$ cat config.mk
export PLATFORM = sky130hd
export DESIGN_NAME = dd_rom_loader
export DESIGN_NICKNAME = d
export VERILOG_FILES = /design/src/rtl/dd_rom_loader.sv
export SDC_FILE = /design/constraint.sdc
export NUM_CORES = 1
export LEC_CHECK = 0
export BUFFER_PORTS_ARGS = -buffer_cell sky130_fd_sc_hd__buf_4
export CAP_MARGIN = 15
export CORE_ASPECT_RATIO = 0.7
export CORE_MARGIN = 2
export CORE_UTILIZATION = 55
export CTS_CLUSTER_SIZE = 30
export DETAILED_ROUTE_END_ITERATION = 16
export PLACE_DENSITY = 0.87
export REMOVE_ABC_BUFFERS = 1
export SLEW_MARGIN = 20
export SYNTH_ARGS = -nofsm -noshare
export SYNTH_HDL_FRONTEND = slang
export SYNTH_SLANG_ARGS = --single-unit
$ cat constraint.sdc
create_clock -name clk_sys -period 4.72 [get_ports clk_sys]
set_input_delay 0.236 -clock clk_sys [delete_from_list [all_inputs] [get_ports clk_sys]]
set_output_delay 0.236 -clock clk_sys [all_outputs]
set_load 0.01 [all_outputs]
$ cat src/rtl/dd_rom_loader.sv
// dd_rom_loader: captures an HPS ioctl download into the game core's ROM
// write port, tracks byte count and checksum, and holds the core in reset
// until a complete, gap-free ROM image has arrived.
module dd_rom_loader #(
  parameter logic [16:0] EXPECTED_LEN = 17'h10000,
  parameter logic [7:0]  ROM_INDEX    = 8'h00
) (
  input  logic        clk_sys,
  input  logic        reset,
  input  logic        ioctl_download,
  input  logic        ioctl_wr,
  input  logic [7:0]  ioctl_index,
  input  logic [24:0] ioctl_addr,
  input  logic [7:0]  ioctl_dout,
  output logic        rom_wr,
  output logic [15:0] rom_addr,
  output logic [7:0]  rom_dout,
  output logic        core_reset,
  output logic        load_done,
  output logic        load_err,
  output logic [16:0] byte_cnt,
  output logic [7:0]  checksum
);

  typedef enum logic [2:0] {
    S_IDLE,
    S_LOAD,
    S_VERIFY,
    S_DONE,
    S_ERR
  } state_t;

  localparam logic [16:0] CNT_MAX = 17'h1FFFF;

  state_t      state_q, state_d;
  logic        rom_wr_q, rom_wr_d;
  logic [15:0] rom_addr_q, rom_addr_d;
  logic [7:0]  rom_dout_q, rom_dout_d;
  logic [16:0] byte_cnt_q, byte_cnt_d;
  logic [7:0]  checksum_q, checksum_d;
  logic        fault_q, fault_d;
  logic        core_reset_q, core_reset_d;
  logic        load_done_q, load_done_d;
  logic        load_err_q, load_err_d;

  logic index_match;
  logic start_load;
  logic qwr;
  logic addr_in_rom;

  assign index_match = (ioctl_index == ROM_INDEX);
  assign start_load  = ioctl_download & index_match;
  assign qwr         = ioctl_wr & ioctl_download & index_match;
  assign addr_in_rom = (ioctl_addr[24:16] == 9'd0);

  // Next-state and next-output computation for the whole loader.
  always_comb begin
    // NOTE: every signal gets a default here so no path leaves one unassigned,
    // which would otherwise infer a latch.
    state_d    = state_q;
    rom_wr_d   = 1'b0;
    rom_addr_d = rom_addr_q;
    rom_dout_d = rom_dout_q;
    byte_cnt_d = byte_cnt_q;
    checksum_d = checksum_q;
    fault_d    = fault_q;

    case (state_q)
      S_IDLE, S_DONE, S_ERR: begin
        // A new ROM download always restarts accounting from scratch.
        if (start_load) begin
          state_d    = S_LOAD;
          byte_cnt_d = '0;
          checksum_d = '0;
          fault_d    = 1'b0;
        end
      end
      S_LOAD: begin
        if (qwr) begin
          if (addr_in_rom) begin
            rom_wr_d   = 1'b1;
            rom_addr_d = ioctl_addr[15:0];
            rom_dout_d = ioctl_dout;
            checksum_d = checksum_q + ioctl_dout;
            if (byte_cnt_q != CNT_MAX) begin
              byte_cnt_d = byte_cnt_q + 17'd1;
            end
            // Out-of-order or skipped bytes are still written but poison the load.
            if (ioctl_addr[15:0] != byte_cnt_q[15:0]) begin
              fault_d = 1'b1;
            end
          end else begin
            // Bytes beyond the 64 KiB ROM window are dropped and poison the load.
            fault_d = 1'b1;
          end
        end
        if (!ioctl_download) begin
          state_d = S_VERIFY;
        end
      end
      S_VERIFY: begin
        state_d = (!fault_q && (byte_cnt_q == EXPECTED_LEN)) ? S_DONE : S_ERR;
      end
      default: begin
        state_d = S_IDLE;
      end
    endcase

    // Status outputs are decoded from the next state so that, once registered,
    // they line up with the current state and carry no input-to-output path.
    core_reset_d = (state_d != S_DONE);
    load_done_d  = (state_d == S_DONE);
    load_err_d   = (state_d == S_ERR);
  end

  // State and registered outputs; synchronous reset returns to IDLE.
  always_ff @(posedge clk_sys) begin
    // NOTE: sequential state uses non-blocking assignments so every flop samples
    // the pre-edge values regardless of statement order.
    if (reset) begin
      state_q      <= S_IDLE;
      rom_wr_q     <= 1'b0;
      rom_addr_q   <= '0;
      rom_dout_q   <= '0;
      byte_cnt_q   <= '0;
      checksum_q   <= '0;
      fault_q      <= 1'b0;
      core_reset_q <= 1'b1;
      load_done_q  <= 1'b0;
      load_err_q   <= 1'b0;
    end else begin
      state_q      <= state_d;
      rom_wr_q     <= rom_wr_d;
      rom_addr_q   <= rom_addr_d;
      rom_dout_q   <= rom_dout_d;
      byte_cnt_q   <= byte_cnt_d;
      checksum_q   <= checksum_d;
      fault_q      <= fault_d;
      core_reset_q <= core_reset_d;
      load_done_q  <= load_done_d;
      load_err_q   <= load_err_d;
    end
  end

  assign rom_wr     = rom_wr_q;
  assign rom_addr   = rom_addr_q;
  assign rom_dout   = rom_dout_q;
  assign core_reset = core_reset_q;
  assign load_done  = load_done_q;
  assign load_err   = load_err_q;
  assign byte_cnt   = byte_cnt_q;
  assign checksum   = checksum_q;

endmodule

* After elaboration in Yosys (flattened, before gate mapping) *
Index checks and enable logic that the tools add are counted.
W data, S select, Z words.

word-level totals
  register bits = 57
  input bits = 45
  output and inout port bits = 53
  logic and storage cells = 63

operators by class
  add/subtract/negate cells = 2
  equality and inequality tests = 15
  mux-type cells = 19
  bitwise operators = 5
  reduce and logical (&&, ||, !) cells = 12

operators by type and width
  kind                     number
  $mux W17                 4
  $pmux W17 S2             1
  $mux W8                  3
  $add A17 B1 Y17 const B  1
  $eq A17 B17 Y1 const B   1
  $ne A17 B17 Y1 const B   1
  $ne A16 B16 Y1           1
  $pmux W8 S2              1
  $eq A3 B2 Y1 const B     3
  $logic_not A9 Y1         1
  $mux W3                  3
  $pmux W3 S3              1
  $add A8 B8 Y8            1
  $logic_not A8 Y1         1
  $ne A2 B2 Y1 const B     4
  $reduce_and A4 Y1        2
  $eq A3 B3 Y1 const B     2
  $reduce_or A3 Y1         2
  $mux W1                  5
  $reduce_and A5 Y1        1
  $and A1 B1 Y1            3
  $eq A3 B1 Y1 const B     1
  $logic_not A3 Y1         1
  $ne A3 B2 Y1 const B     1
  7 further kinds          8

* Logic depth before layout (Yosys ltp) *
Gate-level depths: netlist of the first run.

  depth after elaboration = 5
  gate-level depth with buffers = 11
  mapped depth without buffers = 10

* Worst setup path before layout of the first run *
Ideal clock, no wire load.

  kind = register to register
  start = reg byte_cnt_q[7] (netlist: byte_cnt[7])
  end = reg byte_cnt_q[8] (netlist: byte_cnt[8])
  setup time = 0.070 ns
  arrival = 2.394 ns
  path slack = 2.256 ns
  stages on the path, launching flop included = 12
  buffers on the path = 2
  clock period less this slack = 2.464 ns
  cells stage by stage = dfxtp_1 clkbuf_1 nand4_1 nor3_1 and3_1 ha_1 nor4b_2 nor3_1 a211o_1 clkbuf_1 o21ai_0 a21oi_1

between the ends
  cells in the longest elaborated chain, start to end = 5

ends and longest elaborated chain
  element                 line  text
  from (decl)             39    logic [16:0] byte_cnt_q, byte_cnt_d;
  from (signal assigned)  136   byte_cnt_q <= byte_cnt_d;
  $add A17 B1 Y17         86    byte_cnt_d = byte_cnt_q + 17'd1;
  $mux W17                85    if (byte_cnt_q != CNT_MAX) begin
  $mux W17                80    if (addr_in_rom) begin
  $mux W17                79    if (qwr) begin
  $pmux W17 S2            68    case (state_q)

Parallel ways exist; a longest one is shown, timed or not. The select of a mux whose other input is x is not followed.
A chain may end at the register's enable or synchronous reset.

* Worst setup path in the final report of the first run *
  start = reg byte_cnt_q[0] (netlist: byte_cnt[0])
  end = reg byte_cnt_q[6] (netlist: byte_cnt[6])

Same word-level chain as after synthesis.

==> results.toml, run 1 <==
[status]
status = "finished, final reports clean"

[synthesis]
yosysWarningCount = 0
netlist_area_mm2 = 0.00297
synth-adder-area-share_pct = 4.88
synth_xor_area_share_pct = 5.89
synth_cell_type_count = 50
muxShareOfSynthArea_pct = 0
synth_area_per_cell_um2 = 8.06
synth_top_family_by_area = "simple AND/OR/NAND/NOR gates"
synth-compound-area-share_pct = 19.3
async_reset_ff_share_pct = 0
syn_inst = 369
synth_ff_type = "dfxtp_1"
synth-edff-count = 0
seq_area_frac_synth_pct = 38.4
ys_ff_latch = 57
synth-simple-area-share_pct = 28.2

[detailed_routing]
viasPerCell = 5.88
first_iter_violations = 231
postRouteAntennaNets = 0
first_pass_iters = 6
drc = 0
wl_um = 8440
wl_per_cell_um = 15.6
vias = 3174

[finish]
layout_commonest_cell = "buf_4"
n_antenna_cell = 0
drive_gt1_share_pct = 26.7
fin_cells = 540
fin_nets = 519
areaGrowthSynthToFinish_pct = 33.8
layout_common_cells = "buf_4, nand2_1, dfxtp_1, a21oi_1, nor2_1"
final_core_util_pct = 76.0

[min_path]
min_path_type = "in2reg"
worstHoldStart = "ioctl_addr[14]"

[global_route]
grtUsageTotal_pct = 30.1
grt_pass1_wl_um = 14100
grt_overflow = 0
antenna_found_initial = 0
grt_pass1_vias = 2935
grt_max_degree = 40

[floorplan]
rows = 22
die_area_mm2 = 0.00602
core_area_mm2 = 0.00523
initial_core_util_pct = 56.8
chipHeight_um = 65.5
io-pin-count = 98
die_x_um = 91.9

[timing]
max-slew-margin-rel_pct = 36.4
worst_pin_slew_ns = 0.954
setup_viol = 0
fin_crit_sh_pct = 61.6
drv_slew = 0
fin_skew_ns = 0.0105
period_needed_ns = 2.91
timing.fmax_mhz = 344
hold_viol_final = 0
fin_tns_setup_ns = 0
rsz0062_at_grt = "no"

[place]
gp_congestion = 0.902
port-buffer-count = 97
dp_cells = 524
dpl.hpwl_um = 5980

[worst_setup_path]
slowest_delay_ns = 0.47
timing.critical_path.from = "byte_cnt[0]"
slowest_stage = "a211o_1"
arrival_ns = 3.19
critical_path_class = "reg2reg"
timing.rr.start = "byte_cnt[0]"
cp_max_fo = 17
end_kind = "flop"
crit_chain = "ha_1, nand2_1, nor3_1, and3_1, ha_1, nor4b_2, nor3_1, a211o_1, or4_1, a21oi_1"
crit_required_ns = 5.00
start_kind = "flop"

[clock_tree]
clock_sinks = 57
postCtsSetupRepairBufs = 0
clockBufferDepth = 2
ctsResizeCount = 0
ctsHoldBuffers = 0
root_buffer = "clkbuf_8"
cts-buffers-inserted = 9
cts_tree = "yes"
h-tree-depth = 3
clk_latency_ns = 0.35
path_clk_slew_ns = 0.07

[flow_run]
maxCapViolCount = 0

[power]
power.leakage_uw = 0.00164
power_density_mw_per_mm2 = 271
max-vdd-ir-drop_mv = 0.197
-- path summary, 6_finish.rpt --
kind,end,slack [ns],cells after the start
min reg2reg,rom_dout[2],0.45,2
max reg2reg,byte_cnt[6],1.81,10
max,byte_cnt[6],1.81,10
min,rom_addr[14],0.15,3
-- area by class of cell --
type | count | area (µm²)
Multi-Input combinational cell | 286 | 1740
Inverter | 11 | 41.3
Timing Repair Buffer | 98 | 736
Clock buffer | 11 | 151
Sequential cell | 57 | 1140
Tap cell | 72 | 90.1
Clock inverter | 5 | 77.6
Fill cell | 389 | 1250
-- logic make-up (layout without fill, tap and decap cells) --
logic type               Yosys count  after routing
adder cells (fa/ha/maj)           11             11
buffers and inverters             26            125
AND/OR/NAND/NOR                  163            163
flip-flops                        57             57
AO/OA/AOI/OAI                     92             92
XOR/XNOR                          20             20
-- report_power, final --
part           total, µW  internal (µW)  switching [µW]  leakage [µW]
combinational       67.4           33.6            33.8       0.00106
clock                528            324             205      0.000115
sequential           481            481          0.0687      0.000459
-- layer usage --
metal / up-vias / track usage (%) / part of all wire [%]
met3: 23 / 12.4 / 11
met4: 0 / 11.9 / 1.8
met5: - / 0 / 0
li1: 1524 / - / -
met1: 1461 / 39.1 / 44
met2: 166 / 44.8 / 43
-- metrics by stage --
stage               setup slack, ns  power [µW]  hold slack (ns)  area (µm²)
floorplan                      2.18         512            0.305        2920
global placement               2.04         556            0.439        3750
detailed placement             1.90         558            0.447        3750
CTS                            1.88        1080            0.139        3980
global route                   1.60        1110            0.139        3980
finish                         1.81        1080            0.148        3980
-- cells in the mapped netlist (5+ instances only) --
| cell | count | share of area (%) |
|---|---|---|
| nand2_1 | 66 | 8.3 |
| dfxtp_1 | 57 | 38 |
| a21oi_1 | 46 | 7.7 |
| nor2_1 | 20 | 2.5 |
| xor2_1 | 18 | 5.3 |
| nand3_1 | 16 | 2.7 |
| clkbuf_1 | 14 | 1.8 |
| inv_1 | 11 | 1.4 |
| o21ai_0 | 11 | 1.9 |
| ha_1 | 10 | 4.2 |
| nor3_1 | 9 | 1.5 |
| or3_1 | 9 | 1.9 |
| and3_1 | 6 | 1.3 |
| nand4_1 | 6 | 1.3 |
| nor4_1 | 6 | 1.3 |
| a22oi_1 | 5 | 1.3 |
| a31oi_1 | 5 | 1.1 |
-- state kept, by name, indices dropped and copies added (netlist names) --
signal / count
rom_dout: 8
rom_addr: 16
fault_q: 1
load_done: 1
checksum: 8
load_err: 1
state_q: 3
core_reset: 1
rom_wr: 1
byte_cnt: 17
-- critical path, delay by kind of cell, from the launching register on --
family	cells	cell delay, ns
flops	1	0.38
fa+ha+maj	2	0.46
simple gates	6	1.37
compound gates	2	0.61
No activity file was read; power rests on OpenSTA's default activity.
==> run 2: changes to the inputs <==
Settings changed: CORE_UTILIZATION 55 to 51, PLACE_DENSITY 0.87 to 0.81.
Clock period 4.72 ns to 2.7 ns, I/O delays scaled along.
==> results.toml, run 2 (same netlist as run 1, synthesis figures left out) <==
[status]
status = "finished, final reports clean"

[power]
power_density_mw_per_mm2 = 450
power.leakage_uw = 0.00172
max-vdd-ir-drop_mv = 0.299

[detailed_routing]
met2_length_um = 3840
vias = 3236
first_pass_iters = 5
wl_um = 8850
viasPerCell = 5.78
first_iter_violations = 301
drc = 0
wl_met3_um = 857
wl_per_cell_um = 15.8
top_layer_used = "met4"
postRouteAntennaNets = 0
m1WireLength_um = 3920

[floorplan]
die_area_mm2 = 0.00647
initial_core_util_pct = 52.4
io-pin-count = 98
core_area_mm2 = 0.00567
chipHeight_um = 67.9
die_x_um = 95.3
rows = 23

[clock_tree]
root_buffer = "clkbuf_8"
cts-buffers-inserted = 9
clk_latency_ns = 0.35
h-tree-depth = 3
clock_sinks = 57
cts_tree = "yes"
path_clk_slew_ns = 0.07
clockBufferDepth = 2

[global_route]
grt_overflow = 0
grt_pass1_wl_um = 13500
antenna_found_initial = 0
grt_pass1_vias = 2796
grtUsageTotal_pct = 27.4
grt_max_degree = 40

[finish]
largest_reg_flops = 17
fin_nets = 536
final_area_mm2 = 0.00413
fin_cells = 560
layout_commonest_cell = "buf_4"
regArea_mm2 = 0.00114
layout_common_cells = "buf_4, nand2_1, dfxtp_1, a21oi_1, nor2_1"
drive_gt1_share_pct = 29.3
multi_input_area_mm2 = 0.00176
n_antenna_cell = 0
areaGrowthSynthToFinish_pct = 38.8
num-fill-cells = 442

[worst_setup_path]
end_kind = "flop"
critical_path_class = "reg2reg"
cp_max_fo = 8
crit_required_ns = 2.97
start_kind = "flop"
arrival_ns = 2.88

[timing]
period_needed_ns = 2.61
setup_ws_ns = 0.0875
timing.fmax_mhz = 383
worst_pin_slew_ns = 0.746
hold_viol_final = 0
fin_crit_sh_pct = 96.8
drv_slew = 0
max-slew-margin-rel_pct = 50.0
setup_viol = 0
fin_skew_ns = 0.00677

[place]
placed_area_mm2 = 0.00387
dpl.hpwl_um = 6420
port-buffer-count = 97
gp_congestion = 0.904
dp_cells = 541
pre_cts_slack_ns = -0.00114

[min_path]
min_path_type = "in2reg"

[flow_run]
maxCapViolCount = 0
==> run 2: changes by cell type in the layout (fill, tap and decap cells not counted), sizes merged <==
| cell | change |
|---|---|
| buf | +16 |
| clkinv | +1 |
| a211o | +1 |
| clkinvlp | -1 |
==> run 2: path summary, 6_finish.rpt <==
kind | from | to | slack (ns) | cells past startpoint
max | byte_cnt[0] | byte_cnt[6] | 0.09 | 10
min | ioctl_dout[6] | rom_dout[6] | 0.05 | 3
max reg2reg | byte_cnt[0] | byte_cnt[6] | 0.09 | 10
min reg2reg | rom_dout[6] | rom_dout[6] | 0.45 | 2
==> run 2: cell type report <==
type                       instances  area share, %
clock inverter                     5           1.91
clock buffer                      11           3.43
tap                               75           2.27
multi-input combinational        287           42.7
sequential                        57           27.6
inverter                          11           1.00
timing repair buffer             114           21.0
==> run 2: critical path, cell delays in order, from the launching register on <==
cell	delay (ns)
dfxtp_1	0.32
ha_1	0.23
nand2_1	0.13
nor3_1	0.10
and3_1	0.18
ha_1	0.22
nor4b_4	0.31
nor3_2	0.12
a211o_2	0.36
or4_1	0.42
a21oi_1	0.15
==> run 2: power breakdown <==
group          internal, µW  switching (µW)  leakage, µW
clock                   543             357     0.000113
combinational          58.9            58.0      0.00115
sequential              841           0.136     0.000459
==> run 2: metal layers <==
metal | GRT usage (%) | vias to the layer above
met5 | 0 | -
met4 | 12.9 | 0
met3 | 7.38 | 24
met2 | 40.5 | 168
met1 | 37.5 | 1488
li1 | - | 1556
==> run 2: per-stage QoR <==
step | setup TNS [ns] | total power (µW) | hold WS [ns] | util (%)
CTS | 0 | 1860 | 0.0399 | 72.1
detailed placement | -0.00114 | 975 | 0.407 | 68.2
global route | -0.00847 | 1910 | 0.0506 | 72.8
floorplan | 0 | 895 | 0.204 | -
global placement | 0 | 973 | 0.403 | 68.2
finish | 0 | 1860 | 0.0461 | 72.8
==> run 2: repair_timing <==
action	in CTS	in global routing
hold buffers	0	0
resized for setup	1	2
endpoints found under the hold margin	0	0
buffers inserted	0	2
endpoints found under the setup margin	3	7
pin swaps	0	1
gates cloned	0	1
==> run 3: changes to the inputs <==
Settings changed: RECOVER_POWER set to 100.
==> results.toml, run 3 (same netlist as run 1, synthesis figures left out) <==
[status]
status = "finished, final reports clean"

[worst_setup_path]
slowest_delay_ns = 0.45
crit_chain = "nand4_1, nor3_1, and3_1, ha_1, nor4b_4, nor3_2, a211o_1, buf_4, nand2_1, a21oi_1"
crit_required_ns = 2.97
start_kind = "flop"
end_kind = "flop"
timing.rr.start = "byte_cnt[4]"
arrival_ns = 2.88
timing.critical_path.from = "byte_cnt[4]"
cp_max_fo = 8
slowest_stage = "dfxtp_1"
crit_family = "simple AND/OR/NAND/NOR gates"
cp_num_buf_inv = 1
critical_path_class = "reg2reg"

[timing]
timing.fmax_mhz = 383
drv_slew = 0
holdWs_ns = 0.0449
setup_viol = 0
hold_viol_final = 0
period_needed_ns = 2.61
fin_crit_sh_pct = 96.7
setup_ws_ns = 0.0904
max-slew-margin-rel_pct = 50.5
worst_pin_slew_ns = 0.738
fin_skew_ns = 0.00642

[place]
placed_area_mm2 = 0.00387
pre_cts_slack_ns = -0.00114
gp_congestion = 0.904
dp_cells = 541
dpl.hpwl_um = 6420
port-buffer-count = 97

[power]
power_density_mw_per_mm2 = 474
max-vdd-ir-drop_mv = 0.298
power.leakage_uw = 0.00149

[detailed_routing]
viasPerCell = 5.79
wl_um = 8850
vias = 3242
wl_per_cell_um = 15.8
postRouteAntennaNets = 0
first_iter_violations = 301
first_pass_iters = 5
drc = 0

[clock_tree]
cts_tree = "yes"
clk_latency_ns = 0.35
h-tree-depth = 3
root_buffer = "clkbuf_8"
clockBufferDepth = 2
clock_sinks = 57
cts-buffers-inserted = 9
path_clk_slew_ns = 0.07

[finish]
num-fill-cells = 509
largest_reg_flops = 17
final_core_util_pct = 69.1
layout_commonest_cell = "nand2_1"
areaGrowthSynthToFinish_pct = 31.7
fin_cells = 560
n_antenna_cell = 0
fin_nets = 536
final_area_mm2 = 0.00392
drive_gt1_share_pct = 17.9
layout_common_cells = "nand2_1, dfxtp_1, buf_4, clkbuf_1, a21oi_1"

[global_route]
grt_overflow = 0
grt_max_degree = 40
grtUsageTotal_pct = 27.4
antenna_found_initial = 0
grt_pass1_wl_um = 13500
grt_pass1_vias = 2796

[floorplan]
rows = 23
io-pin-count = 98
core_area_mm2 = 0.00567
chipHeight_um = 67.9
initial_core_util_pct = 52.4
die_area_mm2 = 0.00647
die_x_um = 95.3

[min_path]
min_path_type = "in2reg"
worstHoldStart = "ioctl_dout[6]"

[flow_run]
maxCapViolCount = 0
[run 3: cell types whose count changed in the layout (fill, tap and decap cells not counted), moves of 2 or more]
cell      change
and2_1        -2
buf_4        -56
and2_0        +2
clkbuf_1     +54
[run 3: cell type report]
cell class	instances	area, µm²	area share [%]
Timing Repair Buffer	114	663	16.9
Clock inverter	5	78.8	2.01
Tap cell	75	93.8	2.40
Multi-Input combinational cell	287	1760	44.9
Inverter	11	41.3	1.05
Clock buffer	11	141	3.61
Sequential cell	57	1140	29.1
[run 3: worst reg2reg max path: stages, from the launching register on]
cell and delay [ns]:
dfxtp_1 0.45, nand4_1 0.23, nor3_1 0.38, and3_1 0.22
ha_1 0.21, nor4b_4 0.08, nor3_2 0.29, a211o_1 0.30
buf_4 0.16, nand2_1 0.05, a21oi_1 0.17
[run 3: what timing repair did]
item | 4_1_cts | 5_1_grt
gates resized for setup | 1 | 2
pin swaps | 0 | 1
cloned | 0 | 1
buffers inserted | 0 | 2
setup endpoints to repair | 3 | 7
hold buffers | 0 | 0
[run 3: per-stage QoR]
step | TNS, ns | total power [µW]
2_1_floorplan | 0 | 895
3_3_place_gp | 0 | 973
3_5_place_dp | -0.00114 | 975
4_1_cts | 0 | 1860
5_1_grt | -0.0184 | 1900
6_report | 0 | 1860
[run 3: where the power goes]
part / total, µW / switching (µW) / internal [µW]
logic: 117 / 57.8 / 58.8
clock network: 900 / 357 / 543
registers: 841 / 0.126 / 841
[run 3: worst paths after layout]
path	cells past startpoint	slack, ns	end
worst max-delay path	10	0.09	byte_cnt[1]
worst min-delay path	3	0.04	rom_dout[6]
worst max register to register	10	0.09	byte_cnt[1]
worst min register to register	2	0.45	rom_dout[4]
[run 3: per-layer routing]
layer	GRT usage [%]	share of wire, %
met5	0	0
met4	12.9	2.4
met3	7.38	9.9
met2	40.5	44
met1	37.5	44
